`config.mk`:
```
export PLATFORM = sky130hd
export DESIGN_NAME = inst_loader_flat
export DESIGN_NICKNAME = d
export VERILOG_FILES = /design/src/rtl/inst_loader_if.sv /design/src/rtl/inst_loader.sv /design/src/flat_wrapper.sv
export SDC_FILE = /design/constraint.sdc
export NUM_CORES = 1
export LEC_CHECK = 0
export ABC_CLOCK_PERIOD_IN_PS = 4500
export CAP_MARGIN = 20
export CORE_MARGIN = 2
export CORE_UTILIZATION = 49
export CTS_CLUSTER_DIAMETER = 40
export CTS_CLUSTER_SIZE = 10
export DETAILED_ROUTE_END_ITERATION = 10
export MAX_ROUTING_LAYER = met4
export PLACE_DENSITY = 0.73
export SYNTH_ARGS = -nofsm -noshare
export SYNTH_HDL_FRONTEND = slang
export SYNTH_SLANG_ARGS = --single-unit
```
`constraint.sdc`:
```
create_clock -name clk -period 4.5 [get_ports clk]
set_input_delay 1.35 -clock clk [delete_from_list [all_inputs] [get_ports clk]]
set_output_delay 1.35 -clock clk [all_outputs]
set_load 0.05 [all_outputs]
```
`src/rtl/inst_loader_if.sv`:
```
// rtl/inst_loader_if.sv - field-source and instruction-memory write signals of the loader
interface inst_loader_if #(
  parameter int ADDR_W = 4
);
  logic              in_valid;
  logic              in_ready;
  logic [1:0]        in_op;
  logic [1:0]        in_src1;
  logic [1:0]        in_src2;
  logic [1:0]        in_dest;
  logic              in_last;
  logic              mem_we;
  logic [ADDR_W-1:0] mem_addr;
  logic [7:0]        mem_wdata;
  logic              mem_ready;

  // master: the loader itself; slave: field source plus memory around it
  modport master (
    input  in_valid, in_op, in_src1, in_src2, in_dest, in_last, mem_ready,
    output in_ready, mem_we, mem_addr, mem_wdata
  );

  modport slave (
    output in_valid, in_op, in_src1, in_src2, in_dest, in_last, mem_ready,
    input  in_ready, mem_we, mem_addr, mem_wdata
  );
endinterface

```
`src/rtl/inst_loader.sv`:
```
// rtl/inst_loader.sv - packs instruction fields into bytes and writes them to instruction memory
module inst_loader #(
  parameter int DEPTH  = 4,
  parameter int ADDR_W = 4
) (
  input  logic            clk,
  input  logic            reset,
  input  logic            start,
  inst_loader_if.master   bus,
  output logic            busy,
  output logic            done,
  output logic            overflow,
  output logic [ADDR_W:0] count
);
  localparam int PTR_W = $clog2(DEPTH);

  localparam logic [1:0] S_IDLE  = 2'd0;
  localparam logic [1:0] S_LOAD  = 2'd1;
  localparam logic [1:0] S_DRAIN = 2'd2;
  localparam logic [1:0] S_DONE  = 2'd3;

  logic [1:0]        state_q, state_d;
  logic [PTR_W:0]    wr_ptr_q, wr_ptr_d;
  logic [PTR_W:0]    rd_ptr_q, rd_ptr_d;
  logic [ADDR_W-1:0] addr_q, addr_d;
  logic [ADDR_W:0]   count_q, count_d;
  logic              overflow_q, overflow_d;
  logic              last_seen_q, last_seen_d;
  logic [7:0]        fifo_q [DEPTH];

  logic       fifo_empty;
  logic       fifo_full;
  logic       active;
  logic       push;
  logic       pop;
  logic [7:0] enc_byte;

  assign enc_byte = {bus.in_op, bus.in_src1, bus.in_src2, bus.in_dest};

  // Pointers carry one wrap bit so full and empty are distinguishable.
  assign fifo_empty = (wr_ptr_q == rd_ptr_q);
  assign fifo_full  = (wr_ptr_q[PTR_W] != rd_ptr_q[PTR_W]) &&
                      (wr_ptr_q[PTR_W-1:0] == rd_ptr_q[PTR_W-1:0]);

  assign active        = (state_q == S_LOAD) || (state_q == S_DRAIN);
  assign bus.in_ready  = (state_q == S_LOAD) && !fifo_full && !last_seen_q;
  assign push          = bus.in_valid && bus.in_ready;
  assign bus.mem_we    = active && !fifo_empty;
  assign pop           = bus.mem_we && bus.mem_ready;
  assign bus.mem_addr  = addr_q;
  assign bus.mem_wdata = bus.mem_we ? fifo_q[rd_ptr_q[PTR_W-1:0]] : 8'h00;

  assign busy     = active;
  assign done     = (state_q == S_DONE);
  assign overflow = overflow_q;
  assign count    = count_q;

  always_comb begin
    state_d     = state_q;
    wr_ptr_d    = wr_ptr_q;
    rd_ptr_d    = rd_ptr_q;
    addr_d      = addr_q;
    count_d     = count_q;
    overflow_d  = overflow_q;
    last_seen_d = last_seen_q;

    case (state_q)
      S_IDLE, S_DONE: begin
        if (start) begin
          state_d     = S_LOAD;
          wr_ptr_d    = '0;
          rd_ptr_d    = '0;
          addr_d      = '0;
          count_d     = '0;
          overflow_d  = 1'b0;
          last_seen_d = 1'b0;
        end
      end
      S_LOAD: begin
        if (push) begin
          wr_ptr_d = wr_ptr_q + (PTR_W+1)'(1);
          if (bus.in_last) begin
            last_seen_d = 1'b1;
            state_d     = S_DRAIN;
          end
        end
      end
      S_DRAIN: begin
        // An empty FIFO means mem_we is low, so no write can be completing.
        if (fifo_empty) begin
          state_d = S_DONE;
        end
      end
      default: state_d = S_IDLE;
    endcase

    if (pop) begin
      rd_ptr_d = rd_ptr_q + (PTR_W+1)'(1);
      addr_d   = addr_q + ADDR_W'(1);
      if (addr_q == '1) begin
        overflow_d = 1'b1;
      end
      if (count_q != '1) begin
        count_d = count_q + (ADDR_W+1)'(1);
      end
    end
  end

  always_ff @(posedge clk) begin
    if (!reset) begin
      state_q     <= S_IDLE;
      wr_ptr_q    <= '0;
      rd_ptr_q    <= '0;
      addr_q      <= '0;
      count_q     <= '0;
      overflow_q  <= 1'b0;
      last_seen_q <= 1'b0;
    end else begin
      state_q     <= state_d;
      wr_ptr_q    <= wr_ptr_d;
      rd_ptr_q    <= rd_ptr_d;
      addr_q      <= addr_d;
      count_q     <= count_d;
      overflow_q  <= overflow_d;
      last_seen_q <= last_seen_d;
    end
  end

  // Entry storage needs no reset: reads are gated by the pointers.
  always_ff @(posedge clk) begin
    if (push) begin
      fifo_q[wr_ptr_q[PTR_W-1:0]] <= enc_byte;
    end
  end
endmodule

```
`src/flat_wrapper.sv`:
```
// flat-port wrapper written by rule: the top's interface ports become plain ports
module inst_loader_flat 
#(
  parameter int DEPTH  = 4,
  parameter int ADDR_W = 4
)
  (clk, reset, start, busy, done, overflow, count, bus_in_valid, bus_in_op, bus_in_src1, bus_in_src2, bus_in_dest, bus_in_last, bus_mem_ready, bus_in_ready, bus_mem_we, bus_mem_addr, bus_mem_wdata);
  inst_loader_if #(.ADDR_W(ADDR_W)) bus_i ();
  input  logic clk;
  input  logic reset;
  input  logic start;
  output logic busy;
  output logic done;
  output logic overflow;
  output logic [ADDR_W:0] count;
  input wire logic [$bits(bus_i.in_valid)-1:0] bus_in_valid;
  input wire logic [$bits(bus_i.in_op)-1:0] bus_in_op;
  input wire logic [$bits(bus_i.in_src1)-1:0] bus_in_src1;
  input wire logic [$bits(bus_i.in_src2)-1:0] bus_in_src2;
  input wire logic [$bits(bus_i.in_dest)-1:0] bus_in_dest;
  input wire logic [$bits(bus_i.in_last)-1:0] bus_in_last;
  input wire logic [$bits(bus_i.mem_ready)-1:0] bus_mem_ready;
  output wire logic [$bits(bus_i.in_ready)-1:0] bus_in_ready;
  output wire logic [$bits(bus_i.mem_we)-1:0] bus_mem_we;
  output wire logic [$bits(bus_i.mem_addr)-1:0] bus_mem_addr;
  output wire logic [$bits(bus_i.mem_wdata)-1:0] bus_mem_wdata;
  assign bus_i.in_valid = bus_in_valid;
  assign bus_i.in_op = bus_in_op;
  assign bus_i.in_src1 = bus_in_src1;
  assign bus_i.in_src2 = bus_in_src2;
  assign bus_i.in_dest = bus_in_dest;
  assign bus_i.in_last = bus_in_last;
  assign bus_i.mem_ready = bus_mem_ready;
  assign bus_in_ready = bus_i.in_ready;
  assign bus_mem_we = bus_i.mem_we;
  assign bus_mem_addr = bus_i.mem_addr;
  assign bus_mem_wdata = bus_i.mem_wdata;
  inst_loader #(.DEPTH(DEPTH), .ADDR_W(ADDR_W)) u_core (.clk(clk), .reset(reset), .start(start), .bus(bus_i), .busy(busy), .done(done), .overflow(overflow), .count(count));
endmodule
```
==> flow_summary.json <==
{
  "ir_worst_vdd_uv": 249,
  "vias_per_cell": 5.25,
  "worst-slew-pin-transition_ps": 535,
  "cap_viol_max_count": 0,
  "clkLatencyLatePin_ps": 300,
  "buffers_added_on_ports": 35,
  "grt_start_max_net_pins": 24,
  "dpl_cell_area_sq_um": 2900,
  "number_of_cells_produced_by_synthesis": 193,
  "layout_cell_share_with_drive_strength_beyond_1": 0.117,
  "num-nets-final": 255,
  "grtUsageMet2": 0.258,
  "post-synth-top-area-fraction": 0.388,
  "ffs_latches_synth": 53,
  "netlist-cell-type-count": 47,
  "grt_pass1_wl_mm": 6.85,
  "layout-area-overhead-vs-synth_pct": 20.4,
  "cts_resized": 0,
  "routed-via-count": 1565,
  "first_iter_violations": 131,
  "finalClockSkew_ps": 3.11,
  "netlist_top_cells_area": "edfxtp_1 (39%), dfxtp_1 (17%), mux4_2 (7.3%)",
  "cts-root-buf": "clkbuf_8",
  "yosysSeqAreaShare": 0.557,
  "syn_avg_cell_area_sq_um": 12.8,
  "floorplan.io_pins": 36,
  "finalHoldViolations": 0,
  "route.final.wire_length_mm": 4.30,
  "numPlacedInstances": 290,
  "diodes": 0,
  "cts_buf_count": 5,
  "synthesized_nets": 218,
  "critical_path_required_ps": 3150,
  "cts_tree": "done",
  "design_area_sq_um": 2980,
  "dieHeight_um": 75.1,
  "report.final.slew_viol_count": 0,
  "period_needed_ps": 3820,
  "drt_pass1_iterations": 5,
  "wl_per_cell_um": 14.4,
  "postCtsSetupRepairBufs": 0,
  "gr-usage-met3": 0.0402,
  "layout_worst_path_cycle_share": 0.849,
  "detailed_place_hpwl_mm": 3.14,
  "worst_slew_margin_rel": 0.643,
  "dieArea_sq_um": 5640,
  "grt_overflow": 0,
  "number_of_clock_sinks_seen_by_cts": 53,
  "cts-root-to-sink-buffers": 2,
  "die_w_um": 75.1,
  "cp-start-kind": "flip-flop",
  "antenna_found_initial": 0,
  "htree_num_levels": 2,
  "final.setup.tns_ps": 0,
  "critical_path_class": "reg -> out",
  "gp_routability_congestion": 0.807,
  "grt.met1_usage": 0.227,
  "mostFrequentLayoutCell": "clkdlybuf4s50_1",
  "fill_count": 381,
  "number_of_rows_created_at_floorplan": 25,
  "multiInputGateArea_sq_um": 1030,
  "worstHoldPathType": "reg -> reg",
  "synth_top_cell_by_area": "edfxtp_1",
  "coreArea_sq_um": 4790,
  "postRouteAntennaNets": 0,
  "grt_busiest_layer": "met2",
  "max_freq_mhz": 262,
  "fin_cells": 298,
  "final_cell_mix": "clkdlybuf4s50_1 (35), edfxtp_1 (32), dfxtp_1 (21), nand3_1 (16), nand2_1 (14)",
  "crit_fanout": 9,
  "grt_setup_unrepaired": "false",
  "setup_viol": 0,
  "cts_hold_buf": 0,
  "globalRouteTotalUtil": 0.172,
  "crit_path_dat_ps": 2470,
  "ys_warn_count": 0,
  "sequential_cell_area_sq_um": 1380,
  "power_per_cell_area_nw_per_um2": 410,
  "synthesis.area_sq_um": 2480,
  "worst_setup_hold_path_clk_slew_ps": 90,
  "start_util": 0.518,
  "route.detailed.drc": 0,
  "outcome": "finished clean",
  "worst_setup_path_end_kind": "output port",
  "power_leakage_nw": 1.10,
  "grt_pass1_vias": 1409
}
final timing paths:
check | startpoint | endpoint | slack, ps | depth (start not counted)
worst min register to register | u_core.overflow | u_core.overflow | 460 | 2
worst max-delay path | u_core.wr_ptr_q[0] | bus_mem_wdata[6] | 680 | 4
worst min-delay path | u_core.overflow | u_core.overflow | 460 | 2
worst max register to register | u_core.state_q[1] | u_core.fifo_q[1][5] | 2460 | 5
power breakdown:
part	total [W]	internal [W]	switching, W	leakage (nW)
Clock	0.000263	0.000111	0.000152	0.0414
Sequential	0.000569	0.000546	0.0000226	0.459
Combinational	0.000392	0.000136	0.000256	0.596
sequential cells by signal, indices dropped and copies added (netlist names), named ones only:
name	cells
u_core.fifo_q	32
u_core.wr_ptr_q	3
u_core.bus.mem_addr	4
u_core.last_seen_q	1
u_core.rd_ptr_q	3
u_core.count	5
u_core.overflow	1
u_core.state_q	2
critical path, cell delays in order (launching register included):
cell	delay, ps
dfxtp_1	490
xor2_2	350
or3_1	330
and3_1	190
clkdlybuf4s50_1	800
layout make-up:
type	count	share of cell area
clock buffers	6	0.0243
clock inverters	2	0.00545
inverters	11	0.0138
flip-flops and latches	53	0.463
well taps	67	0.0281
multi-input cells	123	0.345
repair buffers	36	0.120
per-layer routing:
metal / routed length (um) / vias to the layer above
li1: - / 791
met2: 1960 / 38
met3: 173 / 7
met4: 70 / 0
met5: 0 / -
met1: 2090 / 729
synthesized netlist by cell type, drive strengths merged:
cell type and count:
a211oi 1, a21boi 3, a21oi 1, a311o 1, a311oi 1, a31o 1
a31oi 2, and2 9, and3 11, buf 2, clkbuf 4, dfxtp 21
edfxtp 32, ha 11, inv 11, mux2i 3, mux4 8, nand2 14
nand2b 2, nand3 16, nand3b 2, nand4 2, nor2 5, nor2b 3
nor3 1, nor4 1, o2111ai 1, o211a 1, o21a 2, o21ai 7
o21bai 1, o22ai 1, o311a 1, o31a 2, o31ai 2, o32ai 1
or3 1, xnor2 2, xor2 3
cells by family after synthesis:
group,Yosys count,share of synthesized area
and+or+nand+nor,67,0.145
DFF,53,0.557
AOI/OAI and AO/OA,29,0.0989
buffers and inverters,17,0.0268
muxes,11,0.0848
adders and majority gates,11,0.0555
xor gates and xnor gates,5,0.0313
metrics by stage:
| step | hold slack (ps) | setup slack, ps | util | power [W] |
|---|---|---|---|---|
| 2_1_floorplan | 471 | 1170 | - | 0.000861 |
| 3_3_place_gp | 437 | 986 | 0.605 | 0.000973 |
| 3_5_place_dp | 443 | 970 | 0.605 | 0.000975 |
| 4_1_cts | 465 | 622 | 0.624 | 0.00124 |
| 5_1_grt | 489 | 528 | 0.624 | 0.00129 |
| 6_report | 463 | 681 | 0.624 | 0.00122 |
Power figures use the tool's default switching activity.
